File: src/rtl/scan_mux.sv
// scan_mux: registered N-channel, W-bit multiplexer with a manual select mode
// and an auto-scan mode, in which a dwell counter steps through the channels
// round-robin. It also drives an active-low one-hot channel enable and a
// strobe that pulses when the channel changes.
//
// Ports:
//   clk       system clock, all state updates on the rising edge
//   rst_n     asynchronous active-low reset
//   en        update enable; low holds state and blanks onehot_n
//   auto      1 = auto-scan, 0 = manual select
//   sel_in    manual channel select (out-of-range values are held, not wrapped)
//   data_in   packed channels, channel k at [k*WIDTH +: WIDTH]
//   data_out  registered data of the selected channel
//   sel_out   registered current channel index
//   onehot_n  registered active-low one-hot of sel_out, all ones = blank
//   ch_strobe one-cycle pulse when sel_out changes
module scan_mux #(
   parameter int unsigned WIDTH    = 4,
   parameter int unsigned CHANNELS = 4,
   parameter int unsigned SEL_W    = 2,
   parameter int unsigned SCAN_DIV = 100000,
   parameter int unsigned DIV_W    = 17
) (
   input  logic                        clk,
   input  logic                        rst_n,
   input  logic                        en,
   input  logic                        auto,
   input  logic [SEL_W-1:0]            sel_in,
   input  logic [CHANNELS*WIDTH-1:0]   data_in,
   output logic [WIDTH-1:0]            data_out,
   output logic [SEL_W-1:0]            sel_out,
   output logic [CHANNELS-1:0]         onehot_n,
   output logic                        ch_strobe
);

   localparam int unsigned LAST_CH  = CHANNELS - 1;
   localparam int unsigned LAST_CNT = SCAN_DIV - 1;

   logic [DIV_W-1:0] cnt;
   logic [DIV_W-1:0] cnt_nxt;
   logic [SEL_W-1:0] sel_nxt;
   logic [WIDTH-1:0] data_nxt;

   // Next channel and dwell count for an enabled edge.
   always_comb begin
      sel_nxt = sel_out;
      cnt_nxt = cnt;
      if (!auto) begin
         cnt_nxt = '0;
         if (32'(sel_in) < CHANNELS) begin
            sel_nxt = sel_in;
         end
      end else if (cnt == DIV_W'(LAST_CNT)) begin
         cnt_nxt = '0;
         sel_nxt = (sel_out == SEL_W'(LAST_CH)) ? '0 : sel_out + SEL_W'(1);
      end else begin
         cnt_nxt = cnt + DIV_W'(1);
      end
   end

   // Channel slice for the next select; sel_nxt is always in range.
   always_comb begin
      data_nxt = '0;
      for (int unsigned k = 0; k < CHANNELS; k++) begin
         if (sel_nxt == SEL_W'(k)) begin
            data_nxt = data_in[k*WIDTH +: WIDTH];
         end
      end
   end

   // Output and dwell registers; en low holds everything but blanks the enables.
   always_ff @(posedge clk or negedge rst_n) begin
      if (!rst_n) begin
         cnt       <= '0;
         sel_out   <= '0;
         data_out  <= '0;
         onehot_n  <= '1;
         ch_strobe <= 1'b0;
      end else if (en) begin
         cnt       <= cnt_nxt;
         sel_out   <= sel_nxt;
         data_out  <= data_nxt;
         onehot_n  <= ~(CHANNELS'(1) << sel_nxt);
         ch_strobe <= (sel_nxt != sel_out);
      end else begin
         onehot_n  <= '1;
         ch_strobe <= 1'b0;
      end
   end

endmodule

File: config.mk
export PLATFORM = sky130hd
export DESIGN_NAME = scan_mux
export DESIGN_NICKNAME = d
export VERILOG_FILES = /design/src/rtl/scan_mux.sv
export SDC_FILE = /design/constraint.sdc
export NUM_CORES = 1
export LEC_CHECK = 0
export BUFFER_PORTS_ARGS = -buffer_cell sky130_fd_sc_hd__buf_4
export CAP_MARGIN = 20
export CORE_ASPECT_RATIO = 0.7
export CORE_MARGIN = 2
export CORE_UTILIZATION = 31
export DETAILED_ROUTE_END_ITERATION = 10
export SLEW_MARGIN = 10
export SYNTH_ARGS = -nofsm -noshare
export SYNTH_HDL_FRONTEND = slang
export SYNTH_SLANG_ARGS = --single-unit
File: constraint.sdc
create_clock -name clk -period 1.8 [get_ports clk]
set_input_delay 0.27 -clock clk [delete_from_list [all_inputs] [get_ports clk]]
set_output_delay 0.27 -clock clk [all_outputs]
set_load 0.05 [all_outputs]
==> flow_summary.yaml, run 1 <==
logic_synthesis:
  syn_area_sq_um: 1790
  synth-edff-count: 0
  synth_cell_type_count: 47
  synthFlopType: "dfrtp_1"
  syn-instance-count: 203
  synth_nets: 227
  avgSynthCellArea_sq_um: 8.80
  yosys_warnings: 0
  async_flop_share: 1.00
  ys_seq_area_frac: 0.395
  yosys_register_bits: 28
layout:
  fillCellCount: 545
  nets: 286
  area_delta_synth_final_pct: 37.3
  diodes: 0
  finalInstanceArea_sq_um: 2450
  drive_above_1_share: 0.364
grt:
  grt_pass1_wl_mm: 7.76
  grt_pass1_vias: 1556
  grt_start_max_net_pins: 29
  grt.overflow.total: 0
  antenna_found_initial: 0
  grt_use_total: 0.155
timing:
  tns_ns: -0.0132
  finClkSkew_ns: 0.00735
  finalMaxSlewViolations: 0
  grt_setup_unrepaired: "true"
  hold_violations: 0
  worst_pin_slew_ns: 0.358
  fmax_ghz: 0.552
  post-route-period-util: 1.01
  setup_violations: 2
  layout_setup_ws_ns: -0.0105
  min_period_ns: 1.81
  relSlewSlack: 0.761
floorplan:
  fp.dieW_um: 94.7
  io_pins: 33
  initial_core_util: 0.317
  die_area_sq_um: 6400
  core_sq_um: 5640
  die_h_um: 67.5
  rows: 23
drt:
  antenna_left: 0
  first_pass_iters: 4
  drt-total-wl_mm: 4.58
  wl_met1_mm: 2.40
  avgRoutedWirePerCell_um: 13.6
  drtIter0Drc: 71
  dr_wl_met3_um: 166
  topRoutingLayerUsed: "met4"
  route.vias.total: 1666
  drcViolationCount: 0
  vias_per_cell: 4.96
  met2_length_mm: 1.98
place:
  placed_area_sq_um: 2280
  post-place-ws_ns: -0.0648
  gp_congestion: 0.801
  hpwlAfterDp_mm: 3.49
  io_buffers: 32
min_path:
  holdCritPathClass: "primary input to flip-flop"
setup_path:
  crit_path_max_fanout: 8
  critPathLaunchType: "flip-flop"
  path_delay_family: "simple AND/OR/NAND/NOR gates"
  criticalPathCategory: "flip-flop to flip-flop"
  worstPathCellList: "nor4b_4, and4_4, buf_4, a21oi_1, nor3_1, o31ai_1"
  crit_path_max_incr_delay_ns: 0.45
  endpoint_kind: "flip-flop"
  crit_slowest_cell: "dfrtp_2"
  crit_arrival_ns: 1.98
  crit_required_ns: 1.97
  crit_buf_inv: 1
run:
  cap_violations: 0
clocking:
  path_clk_slew_ns: 0.10
  cts_root_buf: "clkbuf_8"
  cts_max_path_buffers: 2
  cts_tree: "yes"
  clock_latency_ns: 0.28
  numCtsBuffers: 3
  htreeDepth: 1
  cts_sinks: 28
pwr:
  leakagePower_nw: 1.08
  vdd_drop_max_mv: 0.318
  powerDensity_nw_per_um2: 763
status:
  status: "finished, violations left"
  violations: "negative setup slack"
## cell usage after synthesis (2+ instances only)
cell type	n	area, sq um
nand2_1	49	184
dfrtp_1	24	601
a21oi_1	17	85.1
nor2_1	15	56.3
nor3_1	9	45.0
nand3_1	7	35.0
nand4_1	6	37.5
xor2_1	6	52.6
mux2_2	5	56.3
o21ai_0	5	25.0
xnor2_1	5	43.8
and4_1	4	35.0
dfstp_2	4	105
buf_2	3	15.0
o31ai_1	3	22.5
a31oi_1	2	12.5
and4bb_1	2	25.0
clkbuf_1	2	7.51
ha_1	2	25.0
inv_1	2	7.51
mux2i_1	2	20.0
mux2i_2	2	27.5
nand2b_1	2	12.5
or3_1	2	12.5
## per-stage QoR
| stage | hold slack, ns | total power, W | util | instances |
|---|---|---|---|---|
| 3_5_place_dp | 0.218 | 0.00134 | 0.405 | 328 |
| 5_1_grt | 0.292 | 0.00198 | 0.435 | 336 |
| 2_1_floorplan | -0.0256 | 0.00111 | - | 203 |
| 6_report | 0.290 | 0.00187 | 0.435 | 336 |
| 4_1_cts | 0.277 | 0.00184 | 0.422 | 333 |
| 3_3_place_gp | 0.215 | 0.00133 | 0.405 | 328 |
## layer usage
metal  track usage  up-vias
met4        0.0272        0
li1              -      836
met3        0.0268        2
met1         0.248      793
met2         0.217       35
met5             0        -
## cell families (layout without fill, tap and decap cells)
group | Yosys count | count (layout) | synth area share
AO/OA/AOI/OAI | 36 | 36 | 0.136
XOR/XNOR | 11 | 11 | 0.0539
adder cells (fa/ha/maj) | 2 | 2 | 0.0140
buffers and inverters | 10 | 68 | 0.0273
flip-flops | 28 | 28 | 0.395
multiplexers | 10 | 10 | 0.0707
AND/OR/NAND/NOR | 106 | 106 | 0.303
## flip-flops by register name (all words and copies together), names as in the netlist
| register | flops |
|---|---|
| cnt | 17 |
| data_out | 4 |
| sel_out | 2 |
| onehot_n | 4 |
| ch_strobe | 1 |
## report_power, final
part / switching, W / internal [W]
combinational: 0.000390 / 0.000272
clock: 0.000202 / 0.000298
sequential: 0.0000251 / 0.000685
total: 0.000617 / 0.00125
## what timing repair did
action                     CTS  global route
hold endpoints to repair    24             0
setup endpoints to repair    5            10
setup buffers                0             3
hold buffers                 1             0
resized for setup            3            12
pin swaps                    0             8
## placed cells by master (no fill, tap or decap), types with 4 or more instances in the layout
| master | netlist | final |
|---|---|---|
| nand2_1 | 49 | 48 |
| dfrtp_1 | 24 | 21 |
| mux2_2 | 5 | 5 |
| nand4_1 | 6 | 6 |
| nor3_1 | 9 | 6 |
| buf_4 | 0 | 59 |
| dfstp_2 | 4 | 4 |
| o21ai_0 | 5 | 5 |
| a21oi_1 | 17 | 15 |
| xor2_1 | 6 | 6 |
| nor2_1 | 15 | 15 |
| nand3_1 | 7 | 7 |
| xnor2_1 | 5 | 5 |
## layout make-up
cell class | count | area (sq um) | area share
Clock buffer | 3 | 41.3 | 0.0168
Clock inverter | 1 | 30.0 | 0.0122
Inverter | 3 | 11.3 | 0.00459
Multi-Input combinational cell | 165 | 1090 | 0.446
Sequential cell | 28 | 709 | 0.289
Tap cell | 75 | 93.8 | 0.0382
Timing Repair Buffer | 61 | 473 | 0.193
## path summary, 6_finish.rpt
check | end | slack [ns] | cells after the start | startpoint
setup / recovery | data_out[3]$_DFFE_PN0P_ | -0.01 | 6 | cnt[12]$_DFFE_PN0P_
max in group asynchronous | onehot_n[0]$_DFF_PN1_ | 1.07 | 2 | rst_n
min in group asynchronous | data_out[3]$_DFFE_PN0P_ | 0.43 | 2 | rst_n
hold reg to reg | data_out[3]$_DFFE_PN0P_ | 0.50 | 2 | data_out[3]$_DFFE_PN0P_
setup reg to reg | data_out[3]$_DFFE_PN0P_ | -0.01 | 6 | cnt[12]$_DFFE_PN0P_
hold / removal | onehot_n[2]$_DFF_PN1_ | 0.29 | 2 | en
(Power assumes the default switching activity.)
==> inputs of run 2 (changes only) <==
- CORE_ASPECT_RATIO: 0.7 -> 0.75
==> run 2 against run 1 <==
Compared with the run above:
- sequential power barely moved
- largest cell class unchanged
- the run still ends with negative setup slack left
- global-route usage fell by 0.74 points
- worst hold slack improved by 0.0082 ns
==> flow_summary.yaml, run 2 (synthesized netlist as in run 1, its figures left out) <==
setup_path:
  crit_path_max_incr_delay_ns: 0.39
  reg2reg_slack_ns: -0.04
  critPathLaunchType: "flip-flop"
  reg2reg_from: "cnt[0]$_DFFE_PN0P_"
  crit_required_ns: 2.00
  r2r-end: "onehot_n[1]$_DFF_PN1_"
  criticalPathCategory: "flip-flop to flip-flop"
  crit_slowest_cell: "dfrtp_1"
  crit_arrival_ns: 2.04
  reg2regPathDepth: 6
  endpoint_kind: "flip-flop"
  crit_path_max_fanout: 4
  worstPathCellList: "ha_1, and4_4, and4_2, mux2i_4, buf_4, or3_4"
timing:
  fmax_ghz: 0.544
  finClkSkew_ns: 0.00592
  post-route-period-util: 1.02
  worst_pin_slew_ns: 0.376
  hold_violations: 0
  layout_setup_ws_ns: -0.0373
  hold_ws_ns: 0.298
  min_period_ns: 1.84
  relSlewSlack: 0.744
  grt_setup_unrepaired: "true"
  setup_violations: 3
  finalMaxSlewViolations: 0
clocking:
  cts_root_buf: "clkbuf_8"
  numCtsBuffers: 3
  path_clk_slew_ns: 0.10
  cts_max_path_buffers: 2
  clock_latency_ns: 0.28
  htreeDepth: 1
  cts_tree: "yes"
  cts_sinks: 28
pwr:
  power.total_w: 0.00174
  leakagePower_nw: 1.06
  vdd_drop_max_mv: 0.303
  powerDensity_nw_per_um2: 725
drt:
  avgRoutedWirePerCell_um: 13.5
  first_pass_iters: 4
  vias_per_cell: 4.99
  route.vias.total: 1651
  antenna_left: 0
  drt-total-wl_mm: 4.49
  drcViolationCount: 0
  drtIter0Drc: 68
layout:
  drive_above_1_share: 0.359
  final_cell_mix: "buf_4 (54), nand2_1 (48), dfrtp_1 (21)"
  area_delta_synth_final_pct: 34.6
  largest_registers: "cnt x17, data_out x4, onehot_n x4"
  seq_area_sq_um: 709
  largest_reg_flops: 17
  nets: 281
  fin_cells: 331
  diodes: 0
  fillCellCount: 521
  multi_input_area_sq_um: 1110
  layout_commonest_cell: "buf_4"
  top_register: "cnt"
  utilization: 0.442
min_path:
  hold-path-endpoint: "onehot_n[3]$_DFF_PN1_"
  holdCritPathClass: "primary input to flip-flop"
  hp-start: "en"
  min_path_cells: 2
floorplan:
  io_pins: 33
  core_sq_um: 5440
  die_area_sq_um: 6390
  fp.dieW_um: 91.7
  rows: 23
  initial_core_util: 0.329
  die_h_um: 69.7
place:
  io_buffers: 32
  hpwlAfterDp_mm: 3.45
  dp.cells: 325
  post-place-ws_ns: -0.0289
  gp_congestion: 0.767
status:
  status: "finished, violations left"
  violations: "negative setup slack"
grt:
  grt_pass1_wl_mm: 7.65
  grt_pass1_vias: 1524
  grt.overflow.total: 0
  grt_start_max_net_pins: 29
  grt_use_total: 0.148
  antenna_found_initial: 0
run:
  cap_violations: 0
run 2: how the worst max path moves through the flow:
stage | slack, ns | start | to
6_report | -0.04 | cnt[0]$_DFFE_PN0P_ | onehot_n[1]$_DFF_PN1_
5_1_grt | -0.12 | cnt[12]$_DFFE_PN0P_ | data_out[1]$_DFFE_PN0P_
4_1_cts | -0.02 | cnt[1]$_DFFE_PN0P_ | data_out[1]$_DFFE_PN0P_
3_5_place_dp | -0.03 | cnt[1]$_DFFE_PN0P_ | data_out[2]$_DFFE_PN0P_
3_3_place_gp | -0.03 | cnt[8]$_DFFE_PN0P_ | data_out[1]$_DFFE_PN0P_
2_1_floorplan | 0.04 | cnt[0]$_DFFE_PN0P_ | ch_strobe$_DFF_PN0_
run 2: worst max-delay path, delay by kind of cell (launching register included):
family,cells,cell delay [ns]
simple gates,3,0.79
fa+ha+maj,1,0.21
flops,1,0.39
mux,1,0.20
buf+inv,1,0.17
run 2: stage by stage:
step / area [sq um] / setup TNS, ns
2_1_floorplan: 1800 / 0
3_3_place_gp: 2260 / -0.0278
3_5_place_dp: 2260 / -0.0471
4_1_cts: 2350 / -0.0676
5_1_grt: 2400 / -0.703
6_report: 2400 / -0.0887
run 2: layout make-up:
type                    instances  share of cell area
multi-input cells             165               0.461
flip-flops and latches         28               0.295
repair buffers                 56               0.177
well taps                      75              0.0390
clock buffers                   4              0.0229
inverters                       3             0.00468
run 2: power breakdown:
group	total [W]	switching, W	leakage (nW)	internal, W
clock	0.000392	0.000196	0.0288	0.000196
combinational	0.000643	0.000389	0.671	0.000254
sequential	0.000708	0.0000240	0.358	0.000684
run 2: repair_timing:
action                     4_1_cts  5_1_grt
hold buffers                     1        0
setup endpoints to repair        7       19
hold endpoints to repair        24        0
pin swaps                        2       11
setup buffers                    0        1
resized for setup                4       11
run 2: per-layer routing:
layer | vias up | track usage | part of all wire
met4 | 0 | 0.0303 | 0.0080
met1 | 782 | 0.232 | 0.53
met2 | 25 | 0.208 | 0.43
met5 | - | 0 | 0
li1 | 839 | - | -
met3 | 5 | 0.0283 | 0.029
